--- src/rtl/vliw_pkg.sv ---
// Shared widths and the writeback entry type for the VLIW datapath.
package vliw_pkg;
  localparam int DATA_W     = 16;
  localparam int NREG       = 8;
  localparam int REG_ADDR_W = $clog2(NREG);

  typedef struct packed {
    logic [REG_ADDR_W-1:0] addr;
    logic [DATA_W-1:0]     data;
  } wb_entry_t;
endpackage

--- src/rtl/wb_fifo.sv ---
// Circular buffer for pending writebacks: up to two pushes and one pop per cycle.
module wb_fifo
  import vliw_pkg::*;
#(
  parameter int DEPTH = 4,
  parameter int W     = $bits(wb_entry_t),
  parameter int CW    = $clog2(DEPTH + 1)
) (
  input  logic          clk,
  input  logic          rst_n,
  input  logic          flush,
  input  logic [1:0]    push_cnt,
  input  logic [W-1:0]  push_a,
  input  logic [W-1:0]  push_b,
  input  logic          pop,
  output logic [W-1:0]  head,
  output logic [CW-1:0] count
);
  localparam int PW = $clog2(DEPTH);

  logic [W-1:0]  mem [DEPTH];
  logic [PW-1:0] wr_ptr, rd_ptr;

  function automatic logic [PW-1:0] inc(input logic [PW-1:0] p);
    return (p == PW'(DEPTH - 1)) ? '0 : p + PW'(1);
  endfunction

  always_ff @(posedge clk) begin
    if (!rst_n || flush) begin
      wr_ptr <= '0;
      rd_ptr <= '0;
      count  <= '0;
    end else begin
      case (push_cnt)
        2'd1:    wr_ptr <= inc(wr_ptr);
        2'd2:    wr_ptr <= inc(inc(wr_ptr));
        default: wr_ptr <= wr_ptr;
      endcase
      if (pop) rd_ptr <= inc(rd_ptr);
      count <= count + CW'(push_cnt) - CW'(pop);
    end
  end

  // Storage needs no reset: entries are only read when count says they are valid.
  always_ff @(posedge clk) begin
    if (rst_n && !flush) begin
      if (push_cnt != 2'd0) mem[wr_ptr] <= push_a;
      if (push_cnt == 2'd2) mem[inc(wr_ptr)] <= push_b;
    end
  end

  assign head = mem[rd_ptr];
endmodule

--- src/rtl/wb_arbiter.sv ---
// Writeback arbiter: merges two issue lanes into one register write per cycle,
// with same-destination squashing, a small bypassable queue, and flush.
module wb_arbiter
  import vliw_pkg::*;
#(
  parameter int DATA_W = vliw_pkg::DATA_W,
  parameter int NREG   = vliw_pkg::NREG,
  parameter int DEPTH  = 4
) (
  input  logic                    clk,
  input  logic                    rst_n,
  input  logic                    flush,
  input  logic                    l0_valid,
  input  logic [$clog2(NREG)-1:0] l0_addr,
  input  logic [DATA_W-1:0]       l0_data,
  input  logic                    l1_valid,
  input  logic [$clog2(NREG)-1:0] l1_addr,
  input  logic [DATA_W-1:0]       l1_data,
  output logic                    in_ready,
  output logic [NREG-1:0]         wr_en,
  output logic [DATA_W-1:0]       wr_data,
  output logic                    busy
);
  localparam int AW = $clog2(NREG);
  localparam int EW = AW + DATA_W;
  localparam int CW = $clog2(DEPTH + 1);

  logic [CW-1:0] count;
  logic [EW-1:0] fifo_head, push_a, push_b, first_e, second_e, out_e;
  logic [1:0]    push_cnt, n_acc;
  logic          acc0, acc1, pop_fifo, emit;

  assign in_ready = rst_n && !flush && (count <= CW'(DEPTH - 2));

  // Program order: lane 1 is the later write, so it wins a shared destination.
  assign acc0 = in_ready && l0_valid && !(l1_valid && (l0_addr == l1_addr));
  assign acc1 = in_ready && l1_valid;
  assign n_acc = 2'(acc0) + 2'(acc1);

  always_comb begin
    first_e  = acc0 ? {l0_addr, l0_data} : {l1_addr, l1_data};
    second_e = {l1_addr, l1_data};
    emit     = (count != '0) || (n_acc != 2'd0);
    pop_fifo = (count != '0);
    push_a   = first_e;
    push_b   = second_e;
    push_cnt = n_acc;
    out_e    = fifo_head;
    // Empty queue: the oldest new entry bypasses straight to the output.
    if (count == '0) begin
      out_e    = first_e;
      push_a   = second_e;
      push_cnt = (n_acc == 2'd2) ? 2'd1 : 2'd0;
    end
  end

  wb_fifo #(.DEPTH(DEPTH), .W(EW), .CW(CW)) u_fifo (
    .clk      (clk),
    .rst_n    (rst_n),
    .flush    (flush),
    .push_cnt (push_cnt),
    .push_a   (push_a),
    .push_b   (push_b),
    .pop      (pop_fifo),
    .head     (fifo_head),
    .count    (count)
  );

  always_ff @(posedge clk) begin
    if (!rst_n) begin
      wr_en   <= '0;
      wr_data <= '0;
    end else if (flush || !emit) begin
      wr_en   <= '0;
    end else begin
      wr_en   <= NREG'(1) << out_e[EW-1:DATA_W];
      wr_data <= out_e[DATA_W-1:0];
    end
  end

  assign busy = (count != '0) || (wr_en != '0);
endmodule

--- config.mk ---
export PLATFORM = sky130hd
export DESIGN_NAME = wb_arbiter
export DESIGN_NICKNAME = d
export VERILOG_FILES = /design/src/rtl/vliw_pkg.sv /design/src/rtl/wb_fifo.sv /design/src/rtl/wb_arbiter.sv
export SDC_FILE = /design/constraint.sdc
export NUM_CORES = 1
export LEC_CHECK = 0
export ABC_AREA = 1
export BUFFER_PORTS_ARGS = -buffer_cell sky130_fd_sc_hd__clkbuf_2
export CAP_MARGIN = 5
export CORE_ASPECT_RATIO = 0.8
export CORE_MARGIN = 2
export CORE_UTILIZATION = 50
export CTS_CLUSTER_SIZE = 16
export DETAILED_ROUTE_END_ITERATION = 12
export GPL_TIMING_DRIVEN = 0
export PLACE_DENSITY_LB_ADDON = 0.05
export SETUP_SLACK_MARGIN = 0.1
export SYNTH_ARGS = -nofsm -noshare
export SYNTH_HDL_FRONTEND = slang
export SYNTH_SLANG_ARGS = --single-unit
--- constraint.sdc ---
create_clock -name clk -period 8.55 [get_ports clk]
set_input_delay 0.4275 -clock clk [delete_from_list [all_inputs] [get_ports clk]]
set_output_delay 0.4275 -clock clk [all_outputs]
set_load 0.01 [all_outputs]
### Word-level counts from Yosys, hierarchy flattened

Memory sizes are Yosys's and may differ from the RTL's. A register that Yosys moved wholly into a read port is not among the register bits.
Index checks and enable logic that the tools add are counted.

* bits in registers: 31
* bits in read-only memories: 0
* RAM bits: 76
* memories kept: 1
* output and inout bits: 26
* bits in latches: 0

* shifts and indexed selects: 1
* equality and inequality tests: 7
* add/subtract/negate cells: 6
* div/mod/pow operators: 0
* $mul: 0
* mux-type cells: 17
* reductions and logical operators: 21
* $lt $le $gt $ge: 1
* bitwise logic cells: 1

Memory list
* u_fifo.mem: depth 4, width 19, rd ports 1, clocked after Yosys merged registers in 1, write ports 2, line wb_fifo.sv:21 `logic [W-1:0] mem [DEPTH];`

Operator list (number)
* 19-bit 2-to-1 mux: 3
* 2-bit 2-to-1 mux: 6
* 2-bit equality test (second input constant): 5
* 8-bit nonzero test: 1
* 1-bit by 3-bit << shifter with 8-bit output (first input constant): 1
* 1-bit 2-to-1 mux: 7
* 2-bit by 1-bit adder with 2-bit output (second input constant): 3
* 1-bit logical AND: 6
* 2-bit nonzero test: 3
* 1-bit logical NOT: 4
* 1-bit logical OR: 4
* 2-bit case mux with 2 select lines: 1
* 3-bit by 2-bit adder with 3-bit output: 1
* 3-bit equality test: 1
* 3-bit by 2-bit <= comparator with 1-bit output (second input constant): 1
* 3-bit logical NOT: 1
* 3-bit nonzero test: 1
* 3-bit by 1-bit subtractor with 3-bit output: 1
* 1-bit by 1-bit adder with 2-bit output: 1
* 2-bit by 1-bit equality test with 1-bit output (second input constant): 1
* 2-bit OR reduction: 1
* 1-bit inverter: 1

### Longest topological paths before layout

Gate-level depths: netlist (run 1).

* depth after elaboration: 13
* mapped depth: 20

### Cells and area by module

From an unflattened synthesis (run 1), not the netlist that was laid out.

* cell total of the unflattened synthesis: 745
* area total of the unflattened synthesis: 6033.3 um^2

By module, submodules not included
* wb_fifo: instances 1, cells an instance 450, area each 4291.6 um^2
* wb_arbiter: instances 1, cells an instance 295, area each 1741.7 um^2

### Worst setup path after synthesis (run 1)

Ideal clock, no wire load.

* path type: input port to flip-flop
* start: input port flush
* end: memory u_fifo.mem[0][0] in the netlist's numbering, enable pin
* path buffers: 1
* arrival time: 3.042 ns
* cell stages on the path: 10
* setup slack: 5.086 ns
* setup time: 0.421 ns
* path through: inv_1 nand2_4 nor3_4 nand2_4 buf_6 inv_1 ha_1 nor2_1 o21ai_0 o21ai_0

RTL lines
* from (decl): line wb_arbiter.sv:12 `input logic flush,`
* to (decl): line wb_fifo.sv:21

==> results.sh, run 1 <==
export IMPL_ys_seq_elements=109
export IMPL_finalNetCount=867
export IMPL_fin_util=0.5935
export IMPL_regToRegEndpoint="u_fifo.mem[3][9]"
export IMPL_finalCritPeriodShare=0.4346
export IMPL_p_total_mw=2.351
export IMPL_fp_dieW_um=126.5
export IMPL_cts_root_buf="clkbuf_16"
export IMPL_area_delta_synth_final_pct=14.78
export IMPL_cts_tree="yes"
export IMPL_yosysTopAreaCell="edfxtp_1"
export IMPL_numCtsBuffers=9
export IMPL_hold_ws_ns=0.4282
export IMPL_p_comb_frac=0.518
export IMPL_vias=5851
export IMPL_cts_hold_buf=0
export IMPL_grt_usage=0.2969
export IMPL_clk_latency_ns=0.35
export IMPL_rrSetupSlack_ns=4.88
export IMPL_grt_max_degree=18
export IMPL_critPathCaptureType="flop"
export IMPL_antenna_found_initial=0
export IMPL_tightestPinTransition_ns=0.7590
export IMPL_wl_per_cell_um=19.73
export IMPL_synth_most_common_cell="o21ai_0"
export IMPL_stdcell_count=962
export IMPL_grt_pass1_vias=5382
export IMPL_critPathSlowestCell="o21ai_2"
export IMPL_path_class="input port to flop"
export IMPL_place_ws_ns=4.518
export IMPL_finalSetupViolations=0
export IMPL_synth_common_cells="139 x o21ai_0, 114 x nand3_1, 106 x nand2_1"
export IMPL_wl_met3_um=1922
export IMPL_die_y_um=102.0
export IMPL_start_util=0.5171
export IMPL_wl_met2_um=8573
export IMPL_worstHoldPathType="input port to flop"
export IMPL_crit_top_cell="inv_1"
export IMPL_switching_share=0.4473
export IMPL_crit_path_end="u_fifo.mem[3][9]"
export IMPL_place_gp_congestion=0.8798
export IMPL_vias_per_cell=6.082
export IMPL_rows=35
export IMPL_final_area_sq_um=6888
export IMPL_yosysSeqAreaShare=0.4904
export IMPL_crit_required_ns=8.61
export IMPL_avgSynthCellArea_sq_um=8.266
export IMPL_dp_cells=946
export IMPL_arrival_ns=3.78
export IMPL_grt_pass1_wl_um=29010
export IMPL_dp_hpwl_um=12970
export IMPL_cp_startpoint="rst_n"
export IMPL_core_area_sq_um=11600
export IMPL_rsz0062_at_grt="no"
export IMPL_power_share_clock=0.166
export IMPL_worstPathMaxFanout=10
export IMPL_slew_headroom=0.4940
export IMPL_r2r_start="u_fifo.count[2]"
export IMPL_ctsHtreeMaxLevel=3
export IMPL_drt_iter0_drc=590
export IMPL_peakVddDrop_mv=0.1619
export IMPL_report_final_slew_viol_count=0
export IMPL_powerDensity_nw_per_um2=341.4
export IMPL_post_route_min_period_ns=3.716
export IMPL_hold_viol=0
export IMPL_slowest_delay_ns=0.42
export IMPL_synth_cell_type_count=26
export IMPL_crit_chain="clkbuf_2, nand2_4, nor3_4, nand2_4, buf_6, inv_1, ha_1, inv_1, nor2_1, a21oi_1, ha_1, inv_1, nor2_1, nand2_1, clkbuf_1, o21ai_2, buf_8"
export IMPL_syn_inst=726
export IMPL_synth_edff_count=76
export IMPL_ys_flop_type="edfxtp_1"
export IMPL_fin_ws_ns=4.834
export IMPL_ys_top_cells_by_area="edfxtp_1 38%, o21ai_0 12%, dfxtp_1 11%, nand3_1 9.5%, nand2_1 6.6%"
export IMPL_reg2reg_depth=17
export IMPL_clock_path_buffers=2
export IMPL_synthesis_nets=784
export IMPL_yosysWarnings=0
export IMPL_cts_sinks=109
export IMPL_dieArea_sq_um=12900
export IMPL_finClkSkew_ns=0.008696
export IMPL_dpl_instance_area_sq_um=6626
export IMPL_ios=69
export IMPL_synthArstFlopShare=0
export IMPL_syn_area_sq_um=6001
export IMPL_switchingPower_mw=1.052
export IMPL_outcome="completed"
export IMPL_setup_worst_path_start_class="input port"
export IMPL_path_clk_slew_ns=0.07
export IMPL_ctsResizeCount=0
export IMPL_wl_um=18990
export IMPL_clock_fmax_mhz=269.1
export IMPL_wl_met1_um=8043
export IMPL_top_layer="met4"
export IMPL_leakage_nw=3.016
export IMPL_ant_nets=0
export IMPL_drive_gt1_frac=0.1560
export IMPL_drtPass1Iterations=5
export IMPL_power_internal_mw=1.300
export IMPL_grt_overflow_total=0
export IMPL_synth_top_cell_area_share=0.3803
export IMPL_num_antenna_cells=0
export IMPL_pwr_share_seq=0.316
export IMPL_drv_cap=0
export IMPL_drc=0
export IMPL_cts_setup_buffers=0
export IMPL_portBuffers=68
export IMPL_tns_ns=0
[power by group through the flow]
stage	clock network (mW)	logic (mW)	registers (mW)
6_report	0.390	1.22	0.744
5_1_grt	0.406	1.37	0.749
4_1_cts	0.388	1.19	0.744
3_5_place_dp	0	1.19	0.755
3_3_place_gp	0	1.16	0.753
2_1_floorplan	0	0.815	0.765
[routing by layer]
layer / vias to the layer above / GRT usage
met5: - / 0
met4: 0 / 0.1124
met3: 43 / 0.04660
met2: 371 / 0.4615
met1: 2731 / 0.4239
li1: 2706 / -
[worst min path at each step]
stage               cells after the start              end  slack [ns]             start
global route                            4  u_fifo.count[1]        0.45             flush
global placement                        2       wr_data[7]        0.53        wr_data[7]
detailed placement                      2       wr_data[7]        0.53        wr_data[7]
finish                                  4  u_fifo.count[1]        0.43             flush
floorplan                               2             flop        0.51  u_fifo.rd_ptr[1]
CTS                                     4  u_fifo.count[1]        0.43             flush
[worst max-delay path: cells and delay by family]
family          cells  cell delay [ns]
buf+inv             7             1.22
simple gates        6             1.01
compound gates      2             0.60
fa+ha+maj           2             0.51
[kinds of logic (layout without fill, tap and decap cells)]
kind of cell / after synthesis / after routing / share of synthesized area
xor+xnor: 3 / 3 / 0.004379
buf+inv: 99 / 187 / 0.06860
flops: 109 / 109 / 0.4904
fa+ha+maj: 15 / 15 / 0.03253
simple gates: 307 / 307 / 0.2383
compound gates: 193 / 193 / 0.1658
[registers in the layout (all words and copies together) (netlist names), named ones only]
signal,cells
u_fifo.mem,76
wr_data,16
u_fifo.count,3
wr_en,8
u_fifo.wr_ptr,2
u_fifo.rd_ptr,2
[layout by cell type (no fill, tap or decap), types with 3 or more instances in the layout]
cell	instances
o21ai_0	135
nand3_1	114
nand2_1	106
edfxtp_1	76
clkbuf_2	68
nor2_1	65
inv_1	52
a21oi_1	36
dfxtp_1	33
clkbuf_1	27
nand3_2	16
o22ai_1	16
ha_1	14
buf_2	11
clkbuf_16	9
buf_1	6
o21ai_2	5
buf_6	3
[layout make-up]
cell class,instances,area [sq um]
timing repair buffer,72,425.4
fill,1048,4717
tap,148,185.2
clock inverter,4,25.02
clock buffer,12,236.5
buffer,45,209.0
inverter,54,202.7
sequential,109,2943
multi-input combinational,518,2661
(Power assumes the default switching activity.)
==> run 2: changes to the inputs <==
==> constraint.sdc (replaced) <==
create_clock -name clk -period 3.6 [get_ports clk]
set_input_delay 0.18 -clock clk [delete_from_list [all_inputs] [get_ports clk]]
set_output_delay 0.18 -clock clk [all_outputs]
set_load 0.01 [all_outputs]
==> run 2 against run 1 <==
Routed wire length increased by 1.0%. Cell count increased by 0.52%. Total power increased by 140%. Worst hold slack got worse by 0.24 ns. Clock skew decreased by 0.0024 ns. Critical path type is now flop to flop.
==> results.sh, run 2 (synthesized netlist as in run 1, its figures left out) <==
export IMPL_crit_path_end="u_fifo.mem[2][12]"
export IMPL_slowest_delay_ns=0.33
export IMPL_drive_gt1_frac=0.1709
export IMPL_ant_nets=0
export IMPL_path_class="flop to flop"
export IMPL_drtPass1Iterations=5
export IMPL_ctsHtreeMaxLevel=3
export IMPL_area_delta_synth_final_pct=16.45
export IMPL_place_ws_ns=-0.1843
export IMPL_largest_register_ffs=76
export IMPL_dp_hpwl_um=12970
export IMPL_dpl_instance_area_sq_um=6626
export IMPL_busiest_layer="met2"
export IMPL_leakage_nw=3.061
export IMPL_cts_tree="yes"
export IMPL_final_area_sq_um=6988
export IMPL_dieArea_sq_um=12900
export IMPL_die_y_um=102.0
export IMPL_wl_um=19170
export IMPL_path_clk_slew_ns=0.07
export IMPL_grt_pass1_wl_um=29130
export IMPL_clk_latency_ns=0.35
export IMPL_start_util=0.5171
export IMPL_slew_headroom=0.1755
export IMPL_fin_ws_ns=0.2825
export IMPL_worstHoldPathType="input port to flop"
export IMPL_setup_worst_path_start_class="flop"
export IMPL_rsz0062_at_grt="no"
export IMPL_post_route_min_period_ns=3.318
export IMPL_core_area_sq_um=11600
export IMPL_dp_cells=946
export IMPL_mostFrequentLayoutCells="135 x o21ai_0, 114 x nand3_1, 106 x nand2_1"
export IMPL_cts_sinks=109
export IMPL_vias=5887
export IMPL_final_common_cell="o21ai_0"
export IMPL_antenna_found_initial=0
export IMPL_finalSetupViolations=0
export IMPL_seq_area_sq_um=2943
export IMPL_cp_startpoint="u_fifo.count[2]"
export IMPL_grt_usage=0.2979
export IMPL_regToRegEndpoint="u_fifo.mem[2][12]"
export IMPL_finalCritPeriodShare=0.9215
export IMPL_fp_dieW_um=126.5
export IMPL_grt_overflow_total=0
export IMPL_grt_pass1_vias=5403
export IMPL_drt_iter0_drc=749
export IMPL_crit_required_ns=3.66
export IMPL_report_final_slew_viol_count=0
export IMPL_wl_per_cell_um=19.83
export IMPL_reg2reg_depth=17
export IMPL_grt_use_met3=0.04974
export IMPL_cts_hold_buf=0
export IMPL_rows=35
export IMPL_clock_fmax_mhz=301.4
export IMPL_ios=69
export IMPL_place_gp_congestion=0.8798
export IMPL_outcome="completed"
export IMPL_use_met2=0.4636
export IMPL_critPathCaptureType="flop"
export IMPL_cts_root_buf="clkbuf_16"
export IMPL_num_antenna_cells=0
export IMPL_crit_chain="inv_1, nand2_1, nor3_4, nand2_4, buf_6, inv_1, ha_1, inv_1, nor2_1, a21oi_2, ha_2, inv_1, nor2_2, nand2_1, clkbuf_2, o21ai_4, buf_16"
export IMPL_vias_per_cell=6.088
export IMPL_stdcell_count=967
export IMPL_rrSetupSlack_ns=0.28
export IMPL_peakVddDrop_mv=0.3856
export IMPL_r2r_start="u_fifo.count[2]"
export IMPL_drv_cap=0
export IMPL_powerDensity_nw_per_um2=803.4
export IMPL_hold_ws_ns=0.1882
export IMPL_worstPathMaxFanout=14
export IMPL_numCtsBuffers=9
export IMPL_clock_path_buffers=2
export IMPL_multi_input_area_sq_um=2700
export IMPL_arrival_ns=3.38
export IMPL_drc=0
export IMPL_grt_max_degree=18
export IMPL_regMostFlops="u_fifo.mem"
export IMPL_finalNetCount=872
export IMPL_tightestPinTransition_ns=1.224
export IMPL_portBuffers=68
export IMPL_top_regs="u_fifo.mem x76, wr_data x16, wr_en x8"
export IMPL_hold_viol=0
export IMPL_critPathSlowestCell="dfxtp_1"
export IMPL_met1_usage=0.4228
export IMPL_num_fill_cells=1036
export IMPL_crit_top_cell="inv_1"
export IMPL_finClkSkew_ns=0.006289
-- run 2: cell type report --
class                   count  share of cell area
plain buffers              45             0.03151
clock buffers              12             0.03384
clock inverters             4            0.003581
inverters                  54             0.02901
multi-input cells         518              0.3864
flip-flops and latches    109              0.4211
well taps                 148             0.02650
repair buffers             77             0.06804
-- run 2: report_power, final --
part | switching (mW) | internal (mW) | total (mW)
logic | 2.00 | 0.924 | 2.92
registers | 0.0667 | 1.70 | 1.77
clock network | 0.457 | 0.471 | 0.928
-- run 2: repair_timing --
action                     CTS  global route
pin swaps                    0             1
gates resized for setup      4            16
buffers inserted             3             2
setup endpoints to repair   48           116
-- run 2: critical path, delay by kind of cell (launching register included) --
kind / cells / cell delay, ns
buffers and inverters: 7 / 0.93
AND/OR/NAND/NOR: 6 / 0.92
adder cells (fa/ha/maj): 2 / 0.48
AO/OA/AOI/OAI: 2 / 0.36
flip-flops: 1 / 0.33
-- run 2: layer usage --
layer,part of all wire,routed length (um)
met4,0.025,487
met1,0.43,8149
met2,0.45,8661
met3,0.098,1876
met5,0,0
-- run 2: worst min path at each step --
stage                      endpoint  slack [ns]       start  cells after the start
global route        u_fifo.count[0]        0.21       flush                      4
CTS                 u_fifo.count[1]        0.18       flush                      4
finish              u_fifo.count[1]        0.19       flush                      4
global placement         wr_data[7]        0.53  wr_data[7]                      2
detailed placement       wr_data[7]        0.53  wr_data[7]                      2
floorplan                wr_data[0]        0.32       rst_n                      2
-- run 2: per-stage QoR --
| step | TNS [ns] | power [mW] | util |
|---|---|---|---|
| 4_1_cts | 0 | 5.523 | 0.5991 |
| 6_report | 0 | 5.614 | 0.6022 |
| 5_1_grt | 0 | 6.018 | 0.6022 |
| 2_1_floorplan | 0 | 3.753 | - |
| 3_5_place_dp | -5.276 | 4.610 | 0.5710 |
| 3_3_place_gp | -98.54 | 4.539 | 0.5624 |
